--- src/rtl/pc_gen.sv ---
// Fetch-stage program counter: steps, holds on stall, redirects on a branch strobe (buffered across stalls).
// Latency: pc_o is registered, so a redirect or step shows on pc_o one edge after it is selected; pc_next_o is that value now.
// Backpressure: stall_i freezes pc_o and masks fetch_valid_o; a strobe seen during a stall waits in the pending register.
module pc_gen #(
    parameter int              XLEN         = 32,
    parameter int              PC_STEP      = 1,
    parameter logic [XLEN-1:0] RESET_VECTOR = 32'h0,
    parameter logic [XLEN-1:0] TRAP_VECTOR  = 32'h0000_0010,
    parameter int              ALIGN_BITS   = 0
) (
    input  logic            clk,
    input  logic            rst,
    input  logic            stall_i,
    input  logic            branch_taken_i,
    input  logic [XLEN-1:0] branch_addr_i,
    output logic [XLEN-1:0] pc_o,
    output logic [XLEN-1:0] pc_next_o,
    output logic            fetch_valid_o,
    output logic            pending_o,
    output logic            misalign_o
);

    // Mask is zero when ALIGN_BITS is 0, which disables the alignment check.
    localparam logic [XLEN-1:0] ALIGN_MASK = (XLEN'(1) << ALIGN_BITS) - XLEN'(1);

    logic [XLEN-1:0] pc_q;
    logic [XLEN-1:0] pend_tgt_q;
    logic            pend_q;
    logic            misalign_q;
    logic            started_q;

    logic            req;
    logic [XLEN-1:0] tgt;
    logic            tgt_misaligned;

    logic [XLEN-1:0] pc_nxt;
    logic [XLEN-1:0] pend_tgt_nxt;
    logic            pend_nxt;
    logic            misalign_nxt;

    assign req            = branch_taken_i | pend_q;
    assign tgt            = branch_taken_i ? branch_addr_i : pend_tgt_q;
    assign tgt_misaligned = |(tgt & ALIGN_MASK);

    always_comb begin
        pc_nxt       = pc_q + XLEN'(PC_STEP);
        pend_tgt_nxt = pend_tgt_q;
        pend_nxt     = pend_q;
        misalign_nxt = 1'b0;
        if (stall_i) begin
            pc_nxt = pc_q;
            // A newer strobe always replaces whatever was buffered.
            if (branch_taken_i) begin
                pend_tgt_nxt = branch_addr_i;
                pend_nxt     = 1'b1;
            end
        end else if (req) begin
            pc_nxt       = tgt_misaligned ? TRAP_VECTOR : tgt;
            pend_nxt     = 1'b0;
            misalign_nxt = tgt_misaligned;
        end
    end

    always_ff @(posedge clk or posedge rst) begin
        if (rst) begin
            pc_q       <= RESET_VECTOR;
            pend_tgt_q <= '0;
            pend_q     <= 1'b0;
            misalign_q <= 1'b0;
            started_q  <= 1'b0;
        end else begin
            pc_q       <= pc_nxt;
            pend_tgt_q <= pend_tgt_nxt;
            pend_q     <= pend_nxt;
            misalign_q <= misalign_nxt;
            started_q  <= 1'b1;
        end
    end

    assign pc_o          = pc_q;
    assign pc_next_o     = rst ? RESET_VECTOR : pc_nxt;
    assign fetch_valid_o = started_q & ~stall_i;
    assign pending_o     = pend_q;
    assign misalign_o    = misalign_q;

endmodule

--- config.mk ---
export PLATFORM = sky130hd
export DESIGN_NAME = pc_gen
export DESIGN_NICKNAME = d
export VERILOG_FILES = /design/src/rtl/pc_gen.sv
export SDC_FILE = /design/constraint.sdc
export NUM_CORES = 1
export LEC_CHECK = 0
export ABC_AREA = 1
export CELL_PAD_IN_SITES_DETAIL_PLACEMENT = 0
export CELL_PAD_IN_SITES_GLOBAL_PLACEMENT = 1
export CORE_UTILIZATION = 36
export CTS_CLUSTER_SIZE = 10
export DETAILED_ROUTE_END_ITERATION = 8
export PLACE_DENSITY_LB_ADDON = 0.2
export SYNTH_ARGS = -nofsm -noshare
export SYNTH_HDL_FRONTEND = slang
export SYNTH_SLANG_ARGS = --single-unit
--- constraint.sdc ---
create_clock -name clk -period 3.2 [get_ports clk]
set_clock_uncertainty 0.05 [all_clocks]
set_input_delay 0.64 -clock clk [delete_from_list [all_inputs] [get_ports clk]]
set_output_delay 0.64 -clock clk [all_outputs]
set_load 0.01 [all_outputs]
==> flow_metrics.py <==
metrics = {
    "final_layout": {
        "drive_gt1_share_pct": 11.4,
        "nets": 778,
        "synthToLayoutAreaGrowth_pct": 36.8,
        "diodes": 0,
        "layout.cells.non_filler": 888,
    },
    "routing": {
        "avgRoutedWirePerCell_um": 14.5,
        "via_per_inst": 4.87,
        "dr.pass1.iters": 6,
        "drtIter0Drc": 181,
        "routed_wl_um": 12900,
        "drc_errors": 0,
        "vias": 4328,
        "final_antenna_net_count": 0,
    },
    "logic_synthesis": {
        "synth_edf_count": 0,
        "synth_fp_nets": 677,
        "yosysMostFrequentCell": "nand2_1",
        "synth_commonest_cells": "nand2_1 (237), dfrtp_1 (66), inv_1 (63)",
        "netlist_area_um2": 4390,
        "ys_warn_count": 0,
        "avgSynthCellArea_um2": 6.87,
        "synthCells": 640,
        "synth-seq-cells": 66,
        "async_flop_share_pct": 100,
        "synthFlopType": "dfrtp_1",
        "synth_top_area_share_pct": 37.6,
        "yosysUniqueCellTypes": 36,
        "synth_area_leaders": "dfrtp_1 (38%), nand2_1 (20%), mux2i_1 (6.2%)",
        "seq_area_frac_synth_pct": 37.6,
        "yosysTopAreaCell": "dfrtp_1",
    },
    "critical_path": {
        "cp.required_ns": 2.51,
        "path_delay_family": "simple AND/OR/NAND/NOR gates",
        "cpPeakStageDelay_ns": 0.55,
        "slowest_stage": "clkdlybuf4s50_1",
        "cp_max_fo": 5,
        "crit_path_start_kind": "flip-flop",
        "critPathBufInv": 1,
        "path_cells": "ha_2 -> nand2_2 -> nor2_4 -> nand2_4 -> nor2_4 -> nand3_1 -> nand3_1 -> nand2_1 -> a21oi_1 -> clkdlybuf4s50_1",
        "path_class": "flip-flop to output pin",
        "arrival_ns": 2.40,
        "end_kind": "output pin",
    },
    "pwr": {
        "p_switching_mw": 0.969,
        "seq_power_share_pct": 36.5,
        "powerDensity_nw_per_um2": 492,
        "comb_power_share_pct": 30.3,
        "max-vdd-ir-drop_mv": 0.204,
        "clockPowerShare_pct": 33.3,
        "switching_share_pct": 32.7,
        "p_leak_nw": 3.00,
        "power.internal_mw": 1.99,
    },
    "placement": {
        "port_buffers": 101,
        "dp.cells": 867,
        "hpwl_um": 9300,
        "gp_congestion": 0.835,
        "pre_cts_ws_ns": 0.0567,
    },
    "floorplan": {
        "die_area_um2": 12700,
        "io-pin-count": 103,
        "die_w_um": 112,
        "row_count": 39,
        "start_util_pct": 37.7,
        "fp.dieH_um": 112,
        "coreArea_um2": 11700,
    },
    "timing": {
        "hold_viol": 0,
        "period_needed_ns": 3.09,
        "tightest_slew_ns": 0.798,
        "finalWorstSetupSlack_ns": 0.112,
        "setup_viol_count_final": 0,
        "fmax_mhz": 324,
        "slew_headroom_pct": 46.8,
        "maxSlewViolCount": 0,
        "finalCritPeriodShare_pct": 96.5,
    },
    "global_routing": {
        "grt_pass1_wl_um": 21000,
        "antenna_found_initial": 0,
        "grt_max_degree": 60,
        "use_met2_pct": 34.2,
        "grt_util_all_layers_pct": 21.4,
        "met1_usage_pct": 28.6,
        "overflow": 0,
        "grt_pass1_vias": 4223,
        "busiest_layer": "met2",
        "grt.met3_usage_pct": 3.24,
    },
    "run_status": {
        "status": "finished clean",
    },
    "clocking": {
        "cts_tree": "yes",
        "clock-sinks": 66,
        "clkLatencyLatePin_ns": 0.34,
        "cts.hold.buffers_added": 0,
        "clockBufferDepth": 2,
        "cts_buffers": 9,
        "clockRootBuffer": "clkbuf_16",
        "worst_setup_hold_path_clk_slew_ns": 0.05,
        "htree_levels": 3,
    },
    "worst_hold_path": {
        "hold_path_class": "flip-flop to flip-flop",
    },
    "job": {
        "drv_cap": 0,
    },
}
==> layer usage <==
metal | vias up | wire length [um]
met5 | - | 0
met4 | 0 | 348
met3 | 20 | 486
met2 | 101 | 5860
met1 | 1997 | 6220
li1 | 2210 | -
==> path summary, 6_finish.rpt <==
check                                           start                         end  slack [ns]  depth (start not counted)
max reg2reg                         pc_o[0]$_DFF_PP0_          pc_o[10]$_DFF_PP0_        1.43                          9
min in group asynchronous                         rst   pend_tgt_q[2]$_DFFE_PP0P_        0.72                          3
min                        pend_tgt_q[10]$_DFFE_PP0P_  pend_tgt_q[10]$_DFFE_PP0P_        0.43                          2
max                                 pc_o[0]$_DFF_PP0_               pc_next_o[24]        0.11                         10
min reg2reg                pend_tgt_q[10]$_DFFE_PP0P_  pend_tgt_q[10]$_DFFE_PP0P_        0.43                          2
max in group asynchronous                         rst          pc_o[18]$_DFF_PP0_        1.30                          4
==> area by class of cell <==
class / count / area (um^2)
Inverter: 67 / 254
Multi-Input combinational cell: 477 / 2380
Sequential cell: 66 / 1660
Clock inverter: 3 / 40.0
Timing Repair Buffer: 120 / 1250
Clock buffer: 12 / 246
Tap cell: 143 / 179
Fill cell: 1188 / 5650
==> timing repair <==
item | CTS | global route
cloned | 0 | 1
pin swaps | 1 | 5
gates resized for setup | 2 | 24
buffers inserted | 1 | 4
setup endpoints to repair | 6 | 19
==> state kept, by name, summed over array words and instances (netlist names) <==
register	flops
pc_o	32
pend_tgt_q	32
pending_o	1
started_q	1
==> cell families after synthesis <==
| kind of cell | Yosys count | synth area share [%] |
|---|---|---|
| adders and majority gates | 1 | 0.285 |
| buffers and inverters | 97 | 9.00 |
| DFF | 66 | 37.6 |
| and+or+nand+nor | 357 | 35.4 |
| other | 2 | 0.171 |
| muxes | 27 | 6.15 |
| AOI/OAI and AO/OA | 90 | 11.4 |
==> power by group through the flow <==
stage          Sequential [mW]  Clock, mW  Combinational (mW)
2_1_floorplan             1.09          0               0.467
3_3_place_gp              1.09          0               0.869
3_5_place_dp              1.09          0               0.879
4_1_cts                   1.08       1.01               0.887
5_1_grt                   1.10       1.04               0.999
6_report                  1.08      0.984               0.896
==> cells in the final DEF, fill, tap and decap left out, types with 2 or more instances in the layout <==
| cell type | instances |
|---|---|
| nand2_1 | 237 |
| clkdlybuf4s50_1 | 89 |
| inv_1 | 62 |
| dfrtp_1 | 62 |
| nor2_1 | 50 |
| o21ai_0 | 46 |
| mux2i_1 | 27 |
| nand3_1 | 27 |
| a21oi_1 | 16 |
| buf_4 | 13 |
| nor2_4 | 10 |
| o21ai_1 | 10 |
| clkbuf_16 | 10 |
| dlymetal6s2s_1 | 10 |
| nor2_2 | 8 |
| a21oi_2 | 8 |
| nand2_2 | 6 |
| and2_1 | 5 |
| buf_12 | 5 |
| inv_2 | 4 |
| nand3_2 | 4 |
| nand3b_1 | 4 |
| dfrtp_2 | 4 |
| nand2_4 | 2 |
| o21bai_1 | 2 |
| o31ai_1 | 2 |
| conb_1 | 2 |
| clkbuf_1 | 2 |
| clkinv_2 | 2 |
==> stage by stage <==
step	hold WS [ns]	TNS (ns)	instance area, um^2	power, mW	util (%)
2_1_floorplan	0.398	0	4390	1.55	-
3_3_place_gp	0.411	0	5600	1.96	48.0
3_5_place_dp	0.419	0	5600	1.97	48.0
4_1_cts	0.435	-0.000155	5890	2.97	50.5
5_1_grt	0.457	-0.00000222	6010	3.14	51.5
6_report	0.430	0	6010	2.96	51.5
==> worst reg2reg max path, cell delays in order (launching register included) <==
cell      delay (ns)
dfrtp_1         0.39
ha_2            0.22
nand2_2         0.09
nor2_4          0.15
buf_4           0.14
nand3b_1        0.16
o31ai_2         0.27
nand2_1         0.07
nand2_1         0.08
inv_1           0.05
(Power assumes the default switching activity.)
